## src/rtl/vga_fb_rect_writer.sv

```systemverilog
// rtl/vga_fb_rect_writer.sv - clipped rectangle-fill writer for the VGA frame buffer
//
// Accepts one rectangle command (x, y, w, h, colour) and clips it to the screen.
// It then streams one pixel write per clock, in raster order, on the frame buffer's user write port.
//
// Ports:
//   iclk        frame-buffer write clock
//   irst        asynchronous active-high reset
//   icmd_valid  command valid; accepted with ocmd_ready at the rising edge
//   ocmd_ready  high only in IDLE
//   ix, iy      rectangle top-left corner
//   iw, ih      rectangle size in pixels
//   icolor      colour index to fill with
//   oaddr       registered write address, row*H_RES + col
//   odata       registered write data
//   owren       registered write enable, one pixel per high cycle
//   obusy       high in every state except IDLE
//   odone       one-cycle pulse when a command completes, empty commands included
module vga_fb_rect_writer #(
    parameter int H_RES  = 640,
    parameter int V_RES  = 480,
    parameter int ADDR_W = 19,
    parameter int DATA_W = 8
) (
    input  logic              iclk,
    input  logic              irst,
    input  logic              icmd_valid,
    output logic              ocmd_ready,
    input  logic [9:0]        ix,
    input  logic [8:0]        iy,
    input  logic [9:0]        iw,
    input  logic [8:0]        ih,
    input  logic [DATA_W-1:0] icolor,
    output logic [ADDR_W-1:0] oaddr,
    output logic [DATA_W-1:0] odata,
    output logic              owren,
    output logic              obusy,
    output logic              odone
);

    typedef enum logic [1:0] {
        IDLE = 2'd0,
        CLIP = 2'd1,
        FILL = 2'd2,
        DONE = 2'd3
    } state_t;

    localparam logic [10:0]       X_LIM      = 11'(H_RES);
    localparam logic [9:0]        Y_LIM      = 10'(V_RES);
    localparam logic [ADDR_W-1:0] ROW_STRIDE = ADDR_W'(H_RES);

    state_t state, state_n;

    logic [9:0]        x_r;
    logic [8:0]        y_r;
    logic [9:0]        w_r;
    logic [8:0]        h_r;
    logic [DATA_W-1:0] color_r;
    logic [10:0]       xe;
    logic [9:0]        ye;
    logic [9:0]        col;
    logic [8:0]        row;
    logic [ADDR_W-1:0] base;

    // Exclusive right/bottom edges, clipped to the screen. The widened sums cannot overflow.
    logic [10:0] x_sum;
    logic [9:0]  y_sum;
    logic [10:0] xe_c;
    logic [9:0]  ye_c;
    logic        empty;
    logic        col_last;
    logic        row_last;
    logic        accept;

    assign x_sum    = {1'b0, x_r} + {1'b0, w_r};
    assign y_sum    = {1'b0, y_r} + {1'b0, h_r};
    assign xe_c     = (x_sum > X_LIM) ? X_LIM : x_sum;
    assign ye_c     = (y_sum > Y_LIM) ? Y_LIM : y_sum;
    assign empty    = (w_r == 10'd0) || (h_r == 9'd0) ||
                      ({1'b0, x_r} >= X_LIM) || ({1'b0, y_r} >= Y_LIM);
    assign col_last = ({1'b0, col} == (xe - 11'd1));
    assign row_last = ({1'b0, row} == (ye - 10'd1));

    assign ocmd_ready = (state == IDLE);
    assign obusy      = (state != IDLE);
    assign accept     = icmd_valid && ocmd_ready;

    always_ff @(posedge iclk or posedge irst) begin
        if (irst) begin
            state <= IDLE;
        end else begin
            state <= state_n;
        end
    end

    always_comb begin
        state_n = state;
        case (state)
            IDLE: if (accept) state_n = CLIP;
            CLIP: state_n = empty ? DONE : FILL;
            FILL: if (col_last && row_last) state_n = DONE;
            DONE: state_n = IDLE;
            default: state_n = IDLE;
        endcase
    end

    // Outputs are decoded from the current state and registered.
    // Each FILL cycle therefore appears on the write port one clock later.
    always_ff @(posedge iclk or posedge irst) begin
        if (irst) begin
            x_r     <= '0;
            y_r     <= '0;
            w_r     <= '0;
            h_r     <= '0;
            color_r <= '0;
            xe      <= '0;
            ye      <= '0;
            col     <= '0;
            row     <= '0;
            base    <= '0;
            oaddr   <= '0;
            odata   <= '0;
            owren   <= 1'b0;
            odone   <= 1'b0;
        end else begin
            owren <= (state == FILL);
            odone <= (state == DONE);
            case (state)
                IDLE: begin
                    if (accept) begin
                        x_r     <= ix;
                        y_r     <= iy;
                        w_r     <= iw;
                        h_r     <= ih;
                        color_r <= icolor;
                    end
                end
                CLIP: begin
                    xe   <= xe_c;
                    ye   <= ye_c;
                    col  <= x_r;
                    row  <= y_r;
                    base <= ADDR_W'(y_r) * ROW_STRIDE;
                end
                FILL: begin
                    oaddr <= base + ADDR_W'(col);
                    odata <= color_r;
                    if (col_last) begin
                        col  <= x_r;
                        row  <= row + 9'd1;
                        base <= base + ROW_STRIDE;
                    end else begin
                        col <= col + 10'd1;
                    end
                end
                default: ;
            endcase
        end
    end

endmodule

```

## config.mk

```make
export PLATFORM = sky130hd
export DESIGN_NAME = vga_fb_rect_writer
export DESIGN_NICKNAME = d
export VERILOG_FILES = /design/src/rtl/vga_fb_rect_writer.sv
export SDC_FILE = /design/constraint.sdc
export NUM_CORES = 1
export LEC_CHECK = 0
export CAP_MARGIN = 20
export CORE_MARGIN = 8
export CORE_UTILIZATION = 59
export CTS_CLUSTER_DIAMETER = 150
export DETAILED_ROUTE_END_ITERATION = 8
export GPL_ROUTABILITY_DRIVEN = 1
export PLACE_DENSITY_LB_ADDON = 0.05
export SETUP_SLACK_MARGIN = 0.5
export SLEW_MARGIN = 10
export SYNTH_ARGS = -nofsm -noshare
export SYNTH_HDL_FRONTEND = slang
export SYNTH_SLANG_ARGS = --single-unit
```

## constraint.sdc

```tcl
create_clock -name iclk -period 9.1 [get_ports iclk]
set_input_delay 1.365 -clock iclk [delete_from_list [all_inputs] [get_ports iclk]]
set_output_delay 1.365 -clock iclk [all_outputs]
set_load 0.005 [all_outputs]
```

==> flow_summary.toml, run 1 <==
[sta]
slew_viol_final = 0
clock_skew_ps = 10.4
setup_tns_ps = 0
setup_viol = 0
tightest_slew_ps = 1040
relSlewSlack_pct = 30.1
finalCritPeriodShare_pct = 37.8
setup_ws_ps = 5660
rsz0062_at_grt = "false"
period_needed_ps = 3440
fmax_mhz = 290
hold_violations = 0

[yosys]
yosysMostFrequentCell = "dfrtp_1"
netlist_top_cells_area = "dfrtp_1 (40%), mux2_2 (8.7%), ha_1 (7.2%)"
yosys_most_used_dff = "dfrtp_1"
ys_warn_count = 0
syn-instance-count = 807
async_reset_ff_share_pct = 100
synth_edf_count = 0
yosys.cell_types.count = 62
yosysSeqAreaShare_pct = 40.3
synth_nets = 905
netlist.area_leader.share_pct = 40.3
synthTopCellsByCount = "dfrtp_1 (129), mux2_2 (62), nor2_1 (50)"
synth.largest_area_cell = "dfrtp_1"
synth.avg_cell_area_sq_um = 9.92
syn-cell-area_sq_um = 8000
ys_ff_latch = 129

[die]
die_area_sq_um = 17500
io_pins = 80
rows = 42
die_y_um = 132
start_util_pct = 60.4
design.core.area_sq_um = 13200
fp.dieW_um = 132

[grt]
overflow = 0
grt_usage_pct = 22.7
grt_pass1_vias = 6861
grt_max_degree = 77
grt_pass1_wl_um = 32900
antenna_found_initial = 0

[place]
gp_congestion = 0.912
dp_hpwl_um = 13900
port-buffer-count = 79
post-place-ws_ps = 5650

[pwr]
p_comb_share_pct = 55.4
power_switching_w = 0.00191
p_clk_share_pct = 17.0
power.internal_w = 0.00250
p_seq_share_pct = 27.6
switching_share_pct = 43.2
p_leak_nw = 4.01
power_density_nw_per_um2 = 461
ir_drop_mv = 0.232

[clock_network]
numCtsBuffers = 17
clock_sinks = 129
clockRootBuffer = "clkbuf_16"
ctsResizeCount = 0
insertion_delay_ps = 420
clock_path_buffers = 2
cts.hold.buffers_added = 0
cts_tree = "yes"
cts.htree.levels = 4
clkTransAtPathRegs_ps = 60
cts_setup_buffers = 0

[cells_and_area]
nFillCells = 995
final_nets = 968
drive_above_1_share_pct = 12.4
area_growth_pct = 19.5
num_antenna_cells = 0

[worst_setup_path]
critical_path.max_fanout = 18
start_kind = "flip-flop"
reg2regPathDepth = 7
worst_ep_arrival_time_ps = 3790
crit_path_end_kind = "flip-flop"
worstSetupPathType = "reg2reg"
crit_required_ps = 9450

[drt]
drtIter0Drc = 475
drc_errors = 0
vias = 6563
vias_per_cell = 6.20
wire_per_inst_um = 18.5
finalWirelength_um = 19600
drt-pass1-iter-count = 5
ant_nets = 0

[hold_path]
hold_path_depth = 1
hold_class = "reg2reg"

[status]
status = "completed"

[job]
cap_violations = 0
[sequential cells by signal (all words and copies together) (netlist names), 2 cells and up]
| register | cells |
|---|---|
| oaddr | 19 |
| base | 12 |
| xe | 11 |
| col | 10 |
| w_r | 10 |
| x_r | 10 |
| ye | 10 |
| h_r | 9 |
| row | 9 |
| y_r | 9 |
| color_r | 8 |
| odata | 8 |
| state | 2 |
[metrics by stage]
step                      total power, W  util (%)  hold slack, ps  area [sq um]  cells
after global placement           0.00347      67.1             481          8890   1026
after CTS                        0.00439      72.0             503          9540   1057
after global routing             0.00475      72.3             530          9570   1058
final                            0.00441      72.3             502          9570   1058
after detailed placement         0.00360      67.1             490          8890   1026
after floorplan                  0.00296         -             474          8000    807
[critical path: stages, from the launching register on]
cell      delay (ps)
dfrtp_1          450
or4_1            680
or4_1            450
and4_4           200
nand4b_4         190
or3_1            630
or4_1            600
a31oi_1          170
[per-layer routing]
metal	vias to the layer above	GRT usage, %	wire length (um)
li1	3097	-	-
met1	3180	27.1	8300
met2	246	36.6	9160
met3	40	7.38	1530
met4	0	10.5	574
met5	-	0	0
[area by class of cell]
class | count | area (sq um) | area share [%]
clock buffer | 18 | 439 | 4.59
tap | 176 | 220 | 2.30
multi-input combinational | 597 | 4470 | 46.7
clock inverter | 13 | 210 | 2.20
sequential | 129 | 3230 | 33.7
inverter | 41 | 156 | 1.63
timing repair buffer | 84 | 848 | 8.87
[power by group through the flow]
stage               registers (W)  logic [W]  clock network, W
floorplan                 0.00108    0.00188                 0
global placement          0.00120    0.00227                 0
detailed placement        0.00122    0.00238                 0
CTS                       0.00121    0.00242          0.000759
global route              0.00127    0.00271          0.000782
finish                    0.00122    0.00244          0.000750
[final timing paths]
| kind | startpoint | end | slack, ps |
|---|---|---|---|
| min in group asynchronous | irst | color_r[2] | 1510 |
| max | xe[2] | row[8] | 5660 |
| max reg2reg | xe[2] | row[8] | 5660 |
| min | color_r[4] | color_r[4] | 500 |
| min reg2reg | color_r[4] | color_r[4] | 500 |
| max in group asynchronous | irst | base[15] | 6320 |
[kinds of logic (layout without fill, tap and decap cells)]
logic type	count (synthesis)	after routing	share of synthesized area, %
AOI/OAI and AO/OA	187	187	15.6
xor gates and xnor gates	60	60	6.57
adders and majority gates	49	49	7.94
buffers and inverters	81	156	3.94
DFF	129	129	40.3
muxes	79	79	10.8
other	1	1	0.0469
and+or+nand+nor	221	221	14.7
[layout by cell type (no fill, tap or decap), types with 11 or more instances in the layout]
master / n
dfrtp_1: 129
clkdlybuf4s50_1: 79
mux2_2: 62
nor2_1: 50
ha_1: 45
xnor2_1: 43
a21oi_1: 41
o21ai_0: 41
inv_1: 40
nand2_1: 38
nand3_1: 28
a211oi_1: 19
nor4_1: 18
xor2_1: 17
mux2i_1: 17
clkbuf_16: 17
nor3_1: 16
a21o_1: 11
nor2b_1: 11
(Power assumes the default switching activity.)
==> run 2, diff against run 1 <==
- CORE_UTILIZATION: 59 -> 52
- clock period: 9.1 -> 2.9 ns (I/O delays scaled with it)
==> flow_summary.toml, run 2 (synthesis results as in run 1) <==
[cells_and_area]
area_growth_pct = 34.8
final_nets = 1039
nFillCells = 1088
final_cell_mix = "dfrtp_1 (128), clkdlybuf4s50_1 (79), mux2_2 (62), buf_4 (51), nor2_1 (50)"
layout_commonest_cell = "dfrtp_1"
max_flop_register = "oaddr"
reg_top3 = "oaddr (19), base (12), xe (11)"
largest_reg_flops = 19
num_antenna_cells = 0
drive_above_1_share_pct = 27.5
fin_util_pct = 71.2

[clock_network]
clock_sinks = 129
insertion_delay_ps = 430
numCtsBuffers = 17
clock_path_buffers = 2
cts.hold.buffers_added = 0
cts_tree = "yes"
cts.htree.levels = 4
clockRootBuffer = "clkbuf_16"
clkTransAtPathRegs_ps = 60

[grt]
overflow = 0
grt_max_degree = 130
antenna_found_initial = 0
grtUsageMet1_pct = 28.6
grt_pass1_wl_um = 36000
grt_busiest_layer = "met2"
grt_usage_pct = 22.9
met3_usage_pct = 6.86
grt_use_met2_pct = 36.3
grt_pass1_vias = 7090

[sta]
hold_violations = 0
fmax_mhz = 342
setup_viol = 5
setup_ws_ps = -24.7
rsz0062_at_grt = "true"
clock_skew_ps = 7.65
slew_viol_final = 0
tightest_slew_ps = 913
holdWs_ps = 504
relSlewSlack_pct = 39.1
finalCritPeriodShare_pct = 101
period_needed_ps = 2920

[place]
dp_hpwl_um = 15100
port-buffer-count = 79
gp_congestion = 0.859

[pwr]
power_switching_w = 0.00698
p_seq_share_pct = 23.6
switching_share_pct = 43.8
p_leak_nw = 4.52
p_comb_share_pct = 61.9
power.internal_w = 0.00896
p_clk_share_pct = 14.5
power_density_nw_per_um2 = 1480
ir_drop_mv = 0.638

[worst_setup_path]
start_kind = "flip-flop"
crit_path_end_kind = "flip-flop"
crit_required_ps = 3230
cp_slowest_cell = "or4_4"
worstSetupPathType = "reg2reg"
crit_buf_inv = 1
critical_path.max_fanout = 4
ff2ff_setup_slack_ps = -20
crit_path_cell_trace = "or4_4 -> buf_6 -> o21a_1 -> o311ai_2 -> a21oi_2 -> or4_4 -> or4_4 -> a32oi_1"
path_delay_family = "simple AND/OR/NAND/NOR gates"
worst_ep_arrival_time_ps = 3260
slowest_delay_ps = 550
path_common_cell = "or4_4"

[hold_path]
hold_class = "reg2reg"

[drt]
wire_per_inst_um = 19.4
finalWirelength_um = 22200
drtIter0Drc = 360
drc_errors = 0
ant_nets = 0
vias_per_cell = 5.99
vias = 6829
drt-pass1-iter-count = 5

[status]
status = "finished, violations left"
failed_checks = "negative setup slack"

[die]
io_pins = 80
die_area_sq_um = 19600
fp.dieW_um = 140
start_util_pct = 52.8
design.core.area_sq_um = 15100
die_y_um = 140
rows = 45

[job]
cap_violations = 0
run 2: changes by cell type in the layout (fill, tap and decap cells not counted), sizes merged:
cell and delta:
buf +70, inv +4, bufinv -1, clkinv -1, clkinvlp -1
run 2: area by class of cell:
cell class	count	area, sq um	area share, %
inverter	41	158	1.46
sequential	129	3230	29.9
multi-input combinational	597	5020	46.5
clock inverter	14	203	1.88
clock buffer	17	425	3.94
timing repair buffer	155	1520	14.0
tap	188	235	2.18
run 2: path summary, 6_finish.rpt:
check | startpoint | to | depth (start not counted)
hold reg to reg | color_r[5] | color_r[5] | 1
hold / removal | color_r[5] | color_r[5] | 1
setup reg to reg | xe[3] | base[17] | 8
max in group asynchronous | irst | y_r[0] | 3
setup / recovery | xe[3] | base[17] | 8
min in group asynchronous | irst | oaddr[2] | 3
run 2: power groups by stage:
stage / sequential (W) / combinational, W / clock, W
finish: 0.00376 / 0.00987 / 0.00231
global route: 0.00390 / 0.0108 / 0.00241
CTS: 0.00374 / 0.00902 / 0.00234
detailed placement: 0.00374 / 0.00819 / 0
global placement: 0.00369 / 0.00796 / 0
floorplan: 0.00339 / 0.00611 / 0
run 2: what timing repair did:
action | in CTS | in global routing
setup buffers | 20 | 12
resized for setup | 79 | 42
setup endpoints to repair | 48 | 51
gates cloned | 2 | 1
pin swaps | 49 | 42
run 2: per-stage QoR:
stage / std cells / TNS [ps] / cell area [sq um] / setup WS (ps) / power [W]
2_1_floorplan: 807 / -221 / 8130 / -136 / 0.00950
3_3_place_gp: 1075 / -68.7 / 9310 / -27.9 / 0.0117
3_5_place_dp: 1075 / -810 / 9310 / -136 / 0.0119
4_1_cts: 1128 / -74.4 / 10500 / -55.8 / 0.0151
5_1_grt: 1141 / -2360 / 10800 / -134 / 0.0171
6_report: 1141 / -71.2 / 10800 / -24.7 / 0.0159
run 2: layer usage:
| metal | share of wire (%) | vias to the layer above |
|---|---|---|
| met5 | 0 | - |
| met4 | 2.8 | 0 |
| met3 | 7.1 | 38 |
| met2 | 46 | 214 |
| met1 | 44 | 3334 |
| li1 | - | 3243 |
